[src/rtl/riscv_ctrl_pkg.sv]
// Shared encodings for the RV32I multi-cycle sequencing controller:
// opcodes, FSM states, datapath mux selects and the control-word bundle.
package riscv_ctrl_pkg;

  localparam logic [6:0] OP_R      = 7'b0110011;
  localparam logic [6:0] OP_I      = 7'b0010011;
  localparam logic [6:0] OP_LOAD   = 7'b0000011;
  localparam logic [6:0] OP_STORE  = 7'b0100011;
  localparam logic [6:0] OP_BRANCH = 7'b1100011;
  localparam logic [6:0] OP_JAL    = 7'b1101111;

  typedef enum logic [2:0] {
    ST_IDLE   = 3'd0,
    ST_FETCH  = 3'd1,
    ST_DECODE = 3'd2,
    ST_EXEC   = 3'd3,
    ST_MEM    = 3'd4,
    ST_WB     = 3'd5,
    ST_TRAP   = 3'd6
  } state_e;

  localparam logic [1:0] ALU_ADD   = 2'b00;
  localparam logic [1:0] ALU_CMP   = 2'b01;
  localparam logic [1:0] ALU_FUNCT = 2'b10;

  localparam logic [1:0] WB_ALU = 2'b00;
  localparam logic [1:0] WB_MDR = 2'b01;
  localparam logic [1:0] WB_PC4 = 2'b10;

  localparam logic PC_SRC_PLUS4  = 1'b0;
  localparam logic PC_SRC_TARGET = 1'b1;

  // Per-cycle control word driven to the datapath and memory port.
  typedef struct packed {
    logic       mem_req;
    logic       mem_we;
    logic       mem_addr_sel;
    logic       ir_write_en;
    logic       pc_write_en;
    logic       pc_src;
    logic       reg_write_en;
    logic [1:0] wb_sel;
    logic       alu_src_b;
    logic [1:0] alu_op;
    logic       illegal_instr;
  } ctrl_t;

  function automatic logic is_supported(input logic [6:0] op);
    case (op)
      OP_R, OP_I, OP_LOAD, OP_STORE, OP_BRANCH, OP_JAL: return 1'b1;
      default:                                          return 1'b0;
    endcase
  endfunction

endpackage

[src/rtl/retire_counter.sv]
// Retired-instruction counter: synchronous active-low clear, +1 on inc,
// wraps modulo 2^CNT_W.
module retire_counter #(
  parameter int unsigned CNT_W = 32
) (
  input  logic             clk,
  input  logic             clr_n,
  input  logic             inc,
  output logic [CNT_W-1:0] count
);

  logic [CNT_W-1:0] count_q;
  logic [CNT_W-1:0] count_d;

  always_comb begin
    count_d = count_q;
    if (inc) count_d = count_q + CNT_W'(1);
  end

  always_ff @(posedge clk) begin
    if (!clr_n) count_q <= '0;
    else        count_q <= count_d;
  end

  assign count = count_q;

endmodule

[src/rtl/multicycle_ctrl.sv]
// Multi-cycle FETCH/DECODE/EXEC/MEM/WB sequencer for the RV32I datapath with
// a shared single-port memory handshake and a retired-instruction counter.
module multicycle_ctrl
  import riscv_ctrl_pkg::*;
#(
  parameter int unsigned CNT_W = 32
) (
  input  logic             clk,
  input  logic             reset_n,
  input  logic [6:0]       opcode,
  input  logic             branch_cond,
  input  logic             mem_ready,
  output logic             mem_req,
  output logic             mem_we,
  output logic             mem_addr_sel,
  output logic             ir_write_en,
  output logic             pc_write_en,
  output logic             pc_src,
  output logic             reg_write_en,
  output logic [1:0]       wb_sel,
  output logic             alu_src_b,
  output logic [1:0]       alu_op,
  output logic             illegal_instr,
  output logic [CNT_W-1:0] instret
);

  state_e     state_q;
  state_e     state_d;
  logic [6:0] op_q;
  logic [6:0] op_d;
  ctrl_t      ctrl_c;
  logic       retire_c;

  always_ff @(posedge clk) begin
    if (!reset_n) begin
      state_q <= ST_IDLE;
      op_q    <= '0;
    end else begin
      state_q <= state_d;
      op_q    <= op_d;
    end
  end

  // Next-state and opcode latch.
  always_comb begin
    state_d = state_q;
    op_d    = op_q;
    case (state_q)
      ST_IDLE:  state_d = ST_FETCH;
      ST_FETCH: if (mem_ready) state_d = ST_DECODE;
      ST_DECODE: begin
        op_d    = opcode;
        state_d = is_supported(opcode) ? ST_EXEC : ST_TRAP;
      end
      ST_EXEC: begin
        case (op_q)
          OP_R, OP_I:        state_d = ST_WB;
          OP_LOAD, OP_STORE: state_d = ST_MEM;
          default:           state_d = ST_FETCH;
        endcase
      end
      ST_MEM: begin
        if (mem_ready) state_d = (op_q == OP_STORE) ? ST_FETCH : ST_WB;
      end
      ST_WB:   state_d = ST_FETCH;
      ST_TRAP: state_d = ST_FETCH;
      default: state_d = ST_IDLE;
    endcase
  end

  // Control word decoded from state and latched opcode; ready-gated strobes use mem_ready.
  always_comb begin
    ctrl_c   = '0;
    retire_c = 1'b0;
    case (state_q)
      ST_FETCH: begin
        ctrl_c.mem_req      = 1'b1;
        ctrl_c.mem_addr_sel = 1'b0;
        ctrl_c.ir_write_en  = mem_ready;
      end
      ST_EXEC: begin
        case (op_q)
          OP_R: begin
            ctrl_c.alu_op    = ALU_FUNCT;
            ctrl_c.alu_src_b = 1'b0;
          end
          OP_I: begin
            ctrl_c.alu_op    = ALU_FUNCT;
            ctrl_c.alu_src_b = 1'b1;
          end
          OP_LOAD, OP_STORE: begin
            ctrl_c.alu_op    = ALU_ADD;
            ctrl_c.alu_src_b = 1'b1;
          end
          OP_BRANCH: begin
            ctrl_c.alu_op      = ALU_CMP;
            ctrl_c.alu_src_b   = 1'b0;
            ctrl_c.pc_write_en = 1'b1;
            ctrl_c.pc_src      = branch_cond;
            retire_c           = 1'b1;
          end
          OP_JAL: begin
            ctrl_c.reg_write_en = 1'b1;
            ctrl_c.wb_sel       = WB_PC4;
            ctrl_c.pc_write_en  = 1'b1;
            ctrl_c.pc_src       = PC_SRC_TARGET;
            retire_c            = 1'b1;
          end
          default: ;
        endcase
      end
      ST_MEM: begin
        ctrl_c.mem_req      = 1'b1;
        ctrl_c.mem_addr_sel = 1'b1;
        ctrl_c.mem_we       = (op_q == OP_STORE);
        if ((op_q == OP_STORE) && mem_ready) begin
          ctrl_c.pc_write_en = 1'b1;
          ctrl_c.pc_src      = PC_SRC_PLUS4;
          retire_c           = 1'b1;
        end
      end
      ST_WB: begin
        ctrl_c.reg_write_en = 1'b1;
        ctrl_c.wb_sel       = (op_q == OP_LOAD) ? WB_MDR : WB_ALU;
        ctrl_c.pc_write_en  = 1'b1;
        ctrl_c.pc_src       = PC_SRC_PLUS4;
        retire_c            = 1'b1;
      end
      ST_TRAP: begin
        ctrl_c.illegal_instr = 1'b1;
        ctrl_c.pc_write_en   = 1'b1;
        ctrl_c.pc_src        = PC_SRC_PLUS4;
      end
      default: ;
    endcase
  end

  assign mem_req       = ctrl_c.mem_req;
  assign mem_we        = ctrl_c.mem_we;
  assign mem_addr_sel  = ctrl_c.mem_addr_sel;
  assign ir_write_en   = ctrl_c.ir_write_en;
  assign pc_write_en   = ctrl_c.pc_write_en;
  assign pc_src        = ctrl_c.pc_src;
  assign reg_write_en  = ctrl_c.reg_write_en;
  assign wb_sel        = ctrl_c.wb_sel;
  assign alu_src_b     = ctrl_c.alu_src_b;
  assign alu_op        = ctrl_c.alu_op;
  assign illegal_instr = ctrl_c.illegal_instr;

  retire_counter #(
    .CNT_W (CNT_W)
  ) u_retire_counter (
    .clk   (clk),
    .clr_n (reset_n),
    .inc   (retire_c),
    .count (instret)
  );

endmodule

[config.mk]
export PLATFORM = sky130hd
export DESIGN_NAME = multicycle_ctrl
export DESIGN_NICKNAME = d
export VERILOG_FILES = /design/src/rtl/riscv_ctrl_pkg.sv /design/src/rtl/retire_counter.sv /design/src/rtl/multicycle_ctrl.sv
export SDC_FILE = /design/constraint.sdc
export NUM_CORES = 1
export LEC_CHECK = 0
export CELL_PAD_IN_SITES_DETAIL_PLACEMENT = 0
export CELL_PAD_IN_SITES_GLOBAL_PLACEMENT = 1
export CORE_MARGIN = 2
export CORE_UTILIZATION = 36
export DETAILED_ROUTE_END_ITERATION = 7
export GPL_ROUTABILITY_DRIVEN = 1
export MAX_ROUTING_LAYER = met4
export PLACE_DENSITY_LB_ADDON = 0.1
export SLEW_MARGIN = 20
export SYNTH_ARGS = -nofsm -noshare
export SYNTH_HDL_FRONTEND = slang
export SYNTH_SLANG_ARGS = --single-unit
export TNS_END_PERCENT = 30
[constraint.sdc]
create_clock -name clk -period 2.8 [get_ports clk]
set_input_delay 0.84 -clock clk [delete_from_list [all_inputs] [get_ports clk]]
set_output_delay 0.84 -clock clk [all_outputs]
set_load 0.005 [all_outputs]
==> flow_summary.ini <==
[run_status]
status = finished, violations left
violations = setup timing

[clock_network]
cts_max_level = 2
cts_sinks = 42
root_buffer = clkbuf_8
cts_tree = built
cts_max_path_buffers = 2
clkTransAtPathRegs_ns = 0.08
numCtsBuffers = 5
clk_latency_ns = 0.28

[timing]
finClkSkew_ns = 0.00335
final.min_clock_period_ns = 2.86
slew_headroom_pct = 63.7
setup_viol = 1
layout_setup_ws_ns = -0.0600
rsz0062_at_grt = yes
max_freq_mhz = 350
hold_viol = 0
worstMarginPinSlew_ns = 0.544
whs_ns = 0.485
period_share_pct = 102
drv_slew = 0

[critical_path]
critPathArrivalTime_ns = 2.02
reg2reg_to = u_retire_counter.count[17]
rrSetupSlack_ns = 0.52
critPathRequiredTime_ns = 1.96
end_kind = output pin
startpoint_type = flop
cp_max_fo = 4
path_class = reg -> out
worstReg2RegStart = op_q[6]
r2r_cells = 7

[floorplanning]
fp.dieW_um = 82.6
dieHeight_um = 82.6
core_area_um2 = 5960
io_pins = 56
num_rows = 28
start_util_pct = 37.3
die_area_um2 = 6820

[route]
drc = 0
vias = 2242
drt_iter0_markers = 86
ant_nets = 0
viasPerCell = 5.62
wire_per_inst_um = 14.9
dr.pass1.iters = 6
wirelength_mm = 5.94

[worst_hold_path]
whs_path_depth = 2
hold_end = u_retire_counter.count[31]
hp-start = u_retire_counter.count[31]
hold_class = reg -> reg

[yosys]
async_flop_share_pct = 0
yosys_warnings = 0
netlist_top_cells_count = dfxtp_1 (42), a21oi_1 (28), nand2_1 (17), o31ai_1 (17), or4_1 (17)
syn_inst = 265
yosys.area.top_type = dfxtp_1
synthMostInstantiatedCell = dfxtp_1
synth_edf_count = 0
yosys.area.top_type_share_pct = 37.8
ys_ff_latch = 42
syn_area_um2 = 2220
synth_area_leaders = dfxtp_1 (38%), a21oi_1 (6.3%), o31ai_1 (5.7%)
syn_area_per_cell_um2 = 8.39
ys_types = 44
ys_seq_area_share_pct = 37.8
syn_nets = 277
synth_flop_cell = dfxtp_1

[flow_run]
cap_violations = 0

[placement]
dp_cells = 388
gp_congestion = 0.785
portBuffers = 55
dp_hpwl_mm = 4.07

[cells_and_area]
layout-drive-gt1-share_pct = 13.0
final_util_pct = 51.9
num_antenna_cells = 0
layout.cells.non_filler = 399
fin_nets = 335
nFillCells = 589
syn_to_final_growth_pct = 39.1

[power]
p_leak_uw = 0.00108
finalPower_uw = 1220
pwr_density_cell_nw_per_um2 = 393
worst_ir_drop_vdd_mv = 0.304

[global_routing]
gr-total-overflow = 0
grt_pass1_vias = 1938
grt_max_degree = 62
grt.total_usage_pct = 18.1
antenna_found_initial = 0
grt_pass1_wl_mm = 9.31
[kinds of logic (layout without fill, tap and decap cells)]
family | Yosys count | in the layout | share of synthesized area [%]
buf+inv | 20 | 79 | 4.50
mux | 9 | 9 | 4.05
flops | 42 | 42 | 37.8
compound gates | 69 | 69 | 19.8
fa+ha+maj | 1 | 1 | 0.563
simple gates | 121 | 121 | 32.1
xor+xnor | 3 | 3 | 1.18
[area by class of cell]
type / count / area, µm² / area share [%]
multi-input combinational: 203 / 1360 / 43.9
sequential: 42 / 853 / 27.6
timing repair buffer: 68 / 668 / 21.6
tap: 75 / 93.8 / 3.04
clock buffer: 7 / 76.3 / 2.47
clock inverter: 1 / 30.0 / 0.972
inverter: 3 / 11.3 / 0.364
[layout by cell type, fill, tap and decap left out, types with 3 or more instances in the layout]
master / instances
buf_4: 12
clkdlybuf4s50_1: 49
mux2i_1: 9
dfxtp_1: 36
or4_1: 17
or3_1: 11
dfxtp_2: 4
nor2b_2: 3
a21oi_1: 28
and2_1: 5
nor2_1: 14
dlymetal6s2s_1: 5
and3_1: 3
o31ai_1: 17
nand2_1: 17
nand3_1: 14
nand2b_1: 6
clkbuf_8: 5
and4_1: 4
nand4_1: 9
o21ai_0: 10
nor2b_1: 4
[registers in the layout (all words and copies together), names as in the netlist]
register	cells
state_q	3
u_retire_counter.count	32
op_q	7
[worst max-delay path: stages (launching register included)]
cell and delay [ns]:
dfxtp_4 0.39, nand4_1 0.17, o41ai_2 0.38, buf_4 0.18, a32oi_4 0.05, nand2b_1 0.08, clkdlybuf4s50_1 0.49
[worst max path at each step]
stage	endpoint	slack (ns)	depth (start not counted)	startpoint
final	pc_write_en	-0.06	6	op_q[6]
after detailed placement	ir_write_en	-0.26	4	mem_ready
after global placement	ir_write_en	-0.25	4	mem_ready
after CTS	alu_src_b	-0.08	4	op_q[2]
after floorplan	pc_write_en	0.31	4	mem_ready
after global routing	pc_write_en	-0.11	6	op_q[6]
[report_power, final]
group          leakage (µW)  switching (µW)  internal, µW
logic              0.000685            60.4          67.4
clock network     0.0000524             203           267
registers          0.000342            12.6           606
total               0.00108             276           940
[per-stage QoR]
step                      setup TNS (ns)  setup WS, ns  instance area, µm²
after floorplan                        0         0.310                2220
after global placement            -0.413        -0.250                2880
after detailed placement          -0.430        -0.264                2880
after CTS                         -0.248       -0.0825                3000
after global routing              -0.221        -0.106                3090
final                            -0.0600       -0.0600                3090
[routing by layer]
layer | up-vias | share of wire (%) | track usage, %
met5 | - | 0 | -
met3 | 7 | 3.4 | 3.26
li1 | 1124 | - | -
met4 | 0 | 0.86 | 4.43
met1 | 1067 | 50 | 25.5
met2 | 44 | 45 | 26.9
[timing repair]
| action | 4_1_cts | 5_1_grt |
|---|---|---|
| endpoints found under the hold margin | 0 | 0 |
| buffers inserted | 0 | 3 |
| gates resized for setup | 7 | 25 |
| endpoints found under the setup margin | 9 | 11 |
| pin swaps | 0 | 5 |
| hold buffers | 0 | 0 |
Note: power is estimated with default switching activity, not from simulation.
